[config.mk]
export PLATFORM = sky130hd
export DESIGN_NAME = fpu_add_reduce
export DESIGN_NICKNAME = d
export VERILOG_FILES = /design/src/rtl/fpu_add_reduce_pkg.sv /design/src/rtl/fpu_add_reduce.sv
export SDC_FILE = /design/constraint.sdc
export NUM_CORES = 1
export LEC_CHECK = 0
export BUFFER_PORTS_ARGS = -buffer_cell sky130_fd_sc_hd__buf_2
export CAP_MARGIN = 25
export CORE_UTILIZATION = 48
export DETAILED_ROUTE_END_ITERATION = 10
export PLACE_DENSITY_LB_ADDON = 0.15
export SLEW_MARGIN = 40
export SYNTH_ARGS = -nofsm -noshare
export SYNTH_HDL_FRONTEND = slang
export SYNTH_SLANG_ARGS = --single-unit
[constraint.sdc]
create_clock -name aclk -period 1.8 [get_ports aclk]
set_input_delay 0.36 -clock aclk [delete_from_list [all_inputs] [get_ports aclk]]
set_output_delay 0.36 -clock aclk [all_outputs]
set_load 0.05 [all_outputs]
[src/rtl/fpu_add_reduce_pkg.sv]
// Shared types and constants for the streaming binary32 sum-reduction sequencer.
package fpu_add_reduce_pkg;

  typedef enum logic [1:0] {
    IDLE  = 2'd0,
    ISSUE = 2'd1,
    WAIT  = 2'd2,
    OUT   = 2'd3
  } state_t;

  localparam int FP32_W = 32;
  localparam logic [FP32_W-1:0] FP32_POS_ZERO = 32'h0000_0000;

endpackage

[src/rtl/fpu_add_reduce.sv]
// Packet sum-reduction initiator for an external FPUAdd: issues acc+x per element,
// waits for each result (with timeout) and emits the packet sum on an AXI-stream master.
module fpu_add_reduce
  import fpu_add_reduce_pkg::*;
#(
  parameter int TIMEOUT_CYCLES = 64,
  parameter int CNT_W          = 16
) (
  input  logic              aclk,
  input  logic              aresetn,
  input  logic [31:0]       s_axis_tdata,
  input  logic              s_axis_tvalid,
  output logic              s_axis_tready,
  input  logic              s_axis_tlast,
  output logic [31:0]       fpu_a_tdata,
  output logic              fpu_a_tvalid,
  output logic [31:0]       fpu_b_tdata,
  output logic              fpu_b_tvalid,
  input  logic              fpu_result_tvalid,
  input  logic [31:0]       fpu_result_tdata,
  output logic [31:0]       m_axis_tdata,
  output logic              m_axis_tvalid,
  input  logic              m_axis_tready,
  output logic              m_axis_tuser,
  output logic [CNT_W-1:0]  m_axis_count,
  output logic              err_timeout,
  output logic              err_spurious
);

  localparam int TMR_W = (TIMEOUT_CYCLES > 2) ? $clog2(TIMEOUT_CYCLES) : 1;
  localparam logic [TMR_W-1:0] TMR_LAST = TMR_W'(TIMEOUT_CYCLES - 1);
  localparam logic [CNT_W-1:0] CNT_MAX  = {CNT_W{1'b1}};

  state_t              state_r;
  state_t              state_next_s;
  logic [FP32_W-1:0]   acc_r;
  logic [FP32_W-1:0]   x_r;
  logic                last_r;
  logic [CNT_W-1:0]    count_r;
  logic                pkt_err_r;
  logic [TMR_W-1:0]    timer_r;
  logic                op_tvalid_r;
  logic                m_tvalid_r;
  logic                err_timeout_r;
  logic                err_spurious_r;

  logic                accept_s;
  logic                result_take_s;
  logic                timeout_s;
  logic                out_hs_s;

  // Next-state and per-cycle event decode
  always_comb begin
    state_next_s  = state_r;
    accept_s      = 1'b0;
    result_take_s = 1'b0;
    timeout_s     = 1'b0;
    out_hs_s      = 1'b0;
    case (state_r)
      IDLE: begin
        if (s_axis_tvalid) begin
          accept_s     = 1'b1;
          state_next_s = ISSUE;
        end else begin
          state_next_s = IDLE;
        end
      end
      ISSUE: begin
        state_next_s = WAIT;
      end
      WAIT: begin
        if (fpu_result_tvalid) begin
          result_take_s = 1'b1;
          state_next_s  = last_r ? OUT : IDLE;
        end else if (timer_r == TMR_LAST) begin
          // Abandon the element and close the packet with what has been summed.
          timeout_s    = 1'b1;
          state_next_s = OUT;
        end else begin
          state_next_s = WAIT;
        end
      end
      OUT: begin
        if (m_axis_tready) begin
          out_hs_s     = 1'b1;
          state_next_s = IDLE;
        end else begin
          state_next_s = OUT;
        end
      end
      default: begin
        state_next_s = IDLE;
      end
    endcase
  end

  // State register
  always_ff @(posedge aclk or negedge aresetn) begin
    if (!aresetn) begin
      state_r <= IDLE;
    end else begin
      state_r <= state_next_s;
    end
  end

  // Element latch, wait timer, accumulator, counter and packet error bit
  always_ff @(posedge aclk or negedge aresetn) begin
    if (!aresetn) begin
      x_r       <= FP32_POS_ZERO;
      last_r    <= 1'b0;
      timer_r   <= {TMR_W{1'b0}};
      acc_r     <= FP32_POS_ZERO;
      count_r   <= {CNT_W{1'b0}};
      pkt_err_r <= 1'b0;
    end else begin
      if (accept_s) begin
        x_r    <= s_axis_tdata;
        last_r <= s_axis_tlast;
      end
      if (state_r == ISSUE) begin
        timer_r <= {TMR_W{1'b0}};
      end else if (state_r == WAIT) begin
        timer_r <= timer_r + {{(TMR_W-1){1'b0}}, 1'b1};
      end
      if (result_take_s) begin
        acc_r   <= fpu_result_tdata;
        count_r <= (count_r == CNT_MAX) ? CNT_MAX : count_r + {{(CNT_W-1){1'b0}}, 1'b1};
      end else if (out_hs_s) begin
        acc_r   <= FP32_POS_ZERO;
        count_r <= {CNT_W{1'b0}};
      end
      if (timeout_s) begin
        pkt_err_r <= 1'b1;
      end else if (out_hs_s) begin
        pkt_err_r <= 1'b0;
      end
    end
  end

  // Registered valids and sticky error flags
  always_ff @(posedge aclk or negedge aresetn) begin
    if (!aresetn) begin
      op_tvalid_r    <= 1'b0;
      m_tvalid_r     <= 1'b0;
      err_timeout_r  <= 1'b0;
      err_spurious_r <= 1'b0;
    end else begin
      op_tvalid_r <= (state_next_s == ISSUE);
      m_tvalid_r  <= (state_next_s == OUT);
      if (timeout_s) begin
        err_timeout_r <= 1'b1;
      end
      // Any result outside WAIT is stale or unsolicited and is dropped.
      if (fpu_result_tvalid && (state_r != WAIT)) begin
        err_spurious_r <= 1'b1;
      end
    end
  end

  assign s_axis_tready = (state_r == IDLE);
  assign fpu_a_tdata   = acc_r;
  assign fpu_b_tdata   = x_r;
  assign fpu_a_tvalid  = op_tvalid_r;
  assign fpu_b_tvalid  = op_tvalid_r;
  assign m_axis_tdata  = acc_r;
  assign m_axis_tvalid = m_tvalid_r;
  assign m_axis_tuser  = pkt_err_r;
  assign m_axis_count  = count_r;
  assign err_timeout   = err_timeout_r;
  assign err_spurious  = err_spurious_r;

endmodule

; Yosys cells after proc, flatten, opt, wreduce, memory -nomap -nowiden
; Cells that the tools add are included.
[totals]
reg_bits = 94
input_bits = 70
output_inout_bits = 119
word_cells = 50
[op_classes]
addsub = 2
n_eq_ne = 8
n_mux = 24
n_reduce_logical = 5
[op_table]
columns = op, count
row1 = 32-bit 2-to-1 mux, 2
row2 = 16-bit 2-to-1 mux, 3
row3 = "16-bit by 1-bit adder with 16-bit output, second input constant", 1
row4 = "16-bit equality test, second input constant", 1
row5 = 1-bit 2-to-1 mux, 13
row6 = 6-bit 2-to-1 mux, 2
row7 = 2-bit case mux with 4 select lines, 1
row8 = "6-bit by 1-bit adder with 6-bit output, second input constant", 1
row9 = "2-bit equality test, second input constant", 3
row10 = "6-bit equality test, second input constant", 1
row11 = 2-bit 2-to-1 mux, 3
row12 = 2-bit nonzero test, 3
row13 = "2-bit by 1-bit equality test with 1-bit output, second input constant", 2
row14 = 2-bit logical NOT, 1
row15 = "2-bit inequality test, second input constant", 1
row16 = 1-bit logical AND, 1

; Depth between registers and ports, before layout
[depth]
ltp_word = 5
ltp_mapped = 8
depth_no_buf = 6

; Least setup slack after synthesis
; No wires, ideal clock.
[synth_timing]
path_type = reg-to-reg
start = register state_r[1]
end = register x_r[0] (netlist: fpu_b_tdata[0])
setup_ns = 0.125
arrival_ns = 1.768
required_time_ns = 1.675
path_slack_ns = -0.093
path_stages_with_launch = 6
path_buffers = 1
cell_sequence = dfrtp_1 -> inv_1 -> ha_1 -> nand2_1 -> buf_2 -> mux2_2
[synth_between]
elab_chain_len = 2
[synth_rtl]
columns = element, line
row1 = "start, declared", fpu_add_reduce.sv:34  ; state_t state_r;
row2 = "start signal, assigned", fpu_add_reduce.sv:102  ; state_r <= state_next_s;
row3 = 2-bit logical NOT, -
row4 = via s_axis_tready, fpu_add_reduce.sv:13  ; output logic s_axis_tready,
row5 = 1-bit 2-to-1 mux, fpu_add_reduce.sv:59  ; case (state_r)
row6 = "end signal, assigned", fpu_add_reduce.sv:117  ; x_r <= s_axis_tdata;
row7 = "end, declared", fpu_add_reduce.sv:37  ; logic [FP32_W-1:0] x_r;
; The timed path passes the listed nets, and every way through them passes these cells.
; A chain may end at the register's enable or synchronous reset.

; Worst setup path after layout
[layout_timing]
start = register state_r[1]
end = output s_axis_tready
[layout_between]
elab_chain_len = 1
[layout_rtl]
columns = element, line
row1 = 2-bit logical NOT, fpu_add_reduce.sv:160  ; assign s_axis_tready = (state_r == IDLE);
row2 = "end, declared", fpu_add_reduce.sv:13
; Every way passes these cells.

==> impl_table.tex <==
\begin{tabular}{lr}
\hline
Metric & Value \\
\hline
\multicolumn{2}{l}{\textbf{Clocking}} \\
Number of clock sinks & 94 \\
Number of buffers on the longest clock path & 2 \\
Clock latency of the later-clocked register in the worst-skew pair & $\sim$0.35 ns \\
CTS tree & built \\
Cell at the root of the clock tree & clkbuf\_8 \\
Clock slew seen by the registers of the worst setup and hold paths & roughly 0.1 ns \\
Number of H-tree levels & 3 \\
Total clock buffers created by CTS & 9 \\
\multicolumn{2}{l}{\textbf{Detailed routing}} \\
Average wire per standard cell & 15.9 um \\
Detailed-route vias per instance & 5.39 \\
Residual antenna-violating net count after detailed routing & 0 \\
Drt first pass iters & 4 \\
Number of remaining DRC errors & 0 \\
Drt total wl & 10.0 mm \\
Overall via count from detail\_route & about 3.4k \\
Initial drt markers & $\sim$150 \\
\multicolumn{2}{l}{\textbf{STA}} \\
Number of endpoints with negative hold slack in the final report & 0 \\
Setup tns final & 0 ns \\
Post-layout minimum cycle time & 1.72 ns \\
Highest Clock Rate & between 500 and 600 MHz \\
Final setup viols & 0 \\
Pins over their slew limit & 0 \\
Worst hold margin & $\sim$0.22 ns \\
Share of the clock period used by the worst path after layout & 0.957 \\
Unrepaired setup endpoints after global routing & false \\
Slew of the pin with the lowest slew margin & 0.348 ns \\
Fin Clk Skew & 0.00772 ns \\
Slew margin rel. & 0.766 \\
\multicolumn{2}{l}{\textbf{Die}} \\
Site Rows & 34 \\
I/O pin count & between 150 and 200 \\
Initial core utilization & 0.495 \\
DIE WIDTH & around 97 um \\
Core Footprint & around 8700 sq um \\
Die height & about 97 um \\
Die outline area & 9370 sq um \\
\multicolumn{2}{l}{\textbf{Layout}} \\
Ant diodes & 0 \\
Commonest cells after routing, fill and taps aside & 186 x buf\_2, 92 x dfrtp\_1, 35 x mux2\_2, 33 x a22o\_1, 19 x nand2\_1 \\
Most frequent standard cell in the layout excluding fill and tap cells & buf\_2 \\
Fill cell total of the finished layout & about 730 \\
Post-synthesis to final-layout area growth & 25.6\% \\
Layout cell share with drive strength beyond 1 & 0.529 \\
Number of nets at the end of the flow & roughly 590 \\
\multicolumn{2}{l}{\textbf{Logic synthesis}} \\
Top flip-flop cell by instance count after synthesis & dfrtp\_1 \\
Number of distinct library cells after synthesis & 57 \\
Synth Warn \# & 0 \\
Number of enable-type register cells in the synthesized netlist & 0 \\
Number of flip-flops and latches in the synthesized netlist & 94 \\
Part of the Yosys area used for sequential elements & 0.545 \\
Netlist area before placement & $\sim$4300 sq um \\
Yosys top cell by area & dfrtp\_1 \\
Cells after synthesis & approximately 350 \\
Average footprint of a synthesized cell & 12.3 sq um \\
Total nets after synthesis & approximately 430 \\
Fraction of synthesized cell area taken by the top area cell type & 0.545 \\
Area contributors post-synth & dfrtp\_1 55\%, mux2\_2 9.1\%, a22o\_1 6.7\%, buf\_4 5.7\%, nand3\_1 1.9\% \\
Post-synthesis async set-or-reset flop share & 1.00 \\
\multicolumn{2}{l}{\textbf{Power}} \\
Worst vdd ir & 1570 uV \\
Switching power of the nets & around 6.4 mW \\
Leak & a little under 3 nW \\
PwrDens & about 2200 nW/um\^{}2 \\
Design internal power & 5.48 mW \\
Clock share of power & 0.119 \\
Share of power burned in registers & 0.293 \\
Logic pwr share & 0.587 \\
Switching power share of the total & 0.539 \\
\multicolumn{2}{l}{\textbf{Worst hold path}} \\
Worst min-delay path class & input pin to register \\
\multicolumn{2}{l}{\textbf{GRT}} \\
Largest net degree at the start of global routing & 44 \\
Via count of the first global-routing pass & $\sim$3.3k \\
GRT Resource Usage Total & 0.220 \\
Total overflow reported by the global router & 0 \\
Wire length of the first global-routing pass & roughly 17 mm \\
Antenna violations before repair & 0 \\
\multicolumn{2}{l}{\textbf{Critical path}} \\
Critical path's slowest cell & dfrtp\_1 \\
Nature of the critical path startpoint & register \\
Largest fanout on the critical path & 6 \\
Critical path required time & between 1 and 1.5 ns \\
Max stage delay on crit path & 0.45 ns \\
Ordered list of cells on the worst path & inv\_1 -> ha\_2 -> buf\_4 \\
Crit path DAT & 1.36 ns \\
Critical path start-end classification & register to output port \\
Endpoint type of the worst setup path & output port \\
\multicolumn{2}{l}{\textbf{Run status}} \\
Outcome & finished clean \\
\multicolumn{2}{l}{\textbf{Run}} \\
Maximum Capacitance Violations & 0 \\
\multicolumn{2}{l}{\textbf{Placement}} \\
GP Congestion & between 0.8 and 0.9 \\
Port bufs & 188 \\
Detailed-placement wirelength estimate & 7.33 mm \\
\hline
\end{tabular}
-- cell usage after synthesis, drive strengths merged (2+ instances only) --
cell type	number
a22o	33
nand4	3
mux2i	2
and2	4
dfrtp	94
buf	47
a22oi	3
a31oi	3
a21oi	10
clkbuf	3
nor2	13
nor3	3
nand3	18
o22ai	3
and4	2
and3	6
a41oi	2
inv	7
nand2	20
nor3b	2
a21o	3
nor4	2
ha	6
mux2	35
o21ai	10
nand2b	2
-- worst max-delay path, delay by kind of cell, from the launching register on --
kind / cells / cell delay (ns)
adders and majority gates: 1 / 0.24
buffers and inverters: 2 / 0.32
DFF: 1 / 0.45
-- stage by stage --
| stage | power [mW] | instances | worst slack (ns) | instance area, sq um | util |
|---|---|---|---|---|---|
| finish | 11.9 | 628 | 0.0779 | 5420 | 0.622 |
| floorplan | 9.20 | 351 | 0.124 | 4320 | - |
| global route | 12.4 | 628 | 0.0101 | 5420 | 0.622 |
| global placement | 10.3 | 609 | 0.0961 | 5170 | 0.593 |
| CTS | 11.9 | 626 | 0.00608 | 5380 | 0.617 |
| detailed placement | 10.5 | 609 | 0.0327 | 5170 | 0.593 |
-- cell type report --
| cell class | count | area [sq um] | area share |
|---|---|---|---|
| timing repair buffer | 203 | 1110 | 0.205 |
| multi-input combinational | 200 | 1600 | 0.294 |
| inverter | 7 | 26.3 | 0.00485 |
| clock buffer | 10 | 128 | 0.0235 |
| clock inverter | 6 | 70.1 | 0.0129 |
| sequential | 94 | 2350 | 0.434 |
| tap | 108 | 135 | 0.0249 |
-- what timing repair did --
item | CTS | global route
endpoints found under the hold margin | 7 | 0
gates resized for setup | 1 | 4
setup buffers | 0 | 2
pin swaps | 0 | 1
endpoints found under the setup margin | 1 | 37
hold buffers | 1 | 0
-- registers in the layout, indices dropped and copies added (netlist names) --
name / flops
fpu_a_tdata: 32
fpu_b_tdata: 32
m_axis_count: 16
timer_r: 6
state_r: 2
err_spurious: 1
err_timeout: 1
fpu_a_tvalid: 1
last_r: 1
m_axis_tuser: 1
m_axis_tvalid: 1
-- power groups by stage --
stage | clock network (mW) | registers [mW] | logic (mW)
floorplan | 0 | 5.94 | 3.25
global placement | 0 | 3.48 | 6.86
detailed placement | 0 | 3.52 | 6.93
CTS | 1.46 | 3.48 | 6.95
global route | 1.54 | 3.60 | 7.30
finish | 1.42 | 3.48 | 6.97
-- per-layer routing --
layer	vias up	part of all wire	track usage	wire (um)
met5	-	0	0	0
met4	0	0.010	0.0735	102
met3	9	0.061	0.0405	612
met2	149	0.50	0.364	5050
met1	1662	0.42	0.291	4230
li1	1567	-	-	-
-- path summary, 6_finish.rpt --
path                                          start                            to  slack [ns]  cells after the start
hold reg to reg            err_spurious$_DFFE_PN0P_      err_spurious$_DFFE_PN0P_        0.47                      1
setup / recovery               state_r[1]$_DFF_PN0_                 s_axis_tready        0.08                      3
hold / removal                 fpu_result_tdata[25]   fpu_a_tdata[25]$_DFFE_PN0P_        0.22                      2
setup reg to reg               state_r[0]$_DFF_PN0_  m_axis_count[15]$_DFFE_PN0P_        0.16                      7
min in group asynchronous                   aresetn   m_axis_count[9]$_DFFE_PN0P_        0.37                      2
max in group asynchronous                   aresetn   m_axis_count[0]$_DFFE_PN0P_        0.89                      3
-- kinds of logic after synthesis --
| group | after synthesis | synth area share |
|---|---|---|
| AO/OA/AOI/OAI | 75 | 0.138 |
| XOR/XNOR | 2 | 0.00406 |
| adder cells (fa/ha/maj) | 6 | 0.0174 |
| buffers and inverters | 57 | 0.0881 |
| flip-flops | 94 | 0.545 |
| multiplexers | 37 | 0.0960 |
| AND/OR/NAND/NOR | 80 | 0.111 |
No activity file was read; power rests on OpenSTA's default activity.
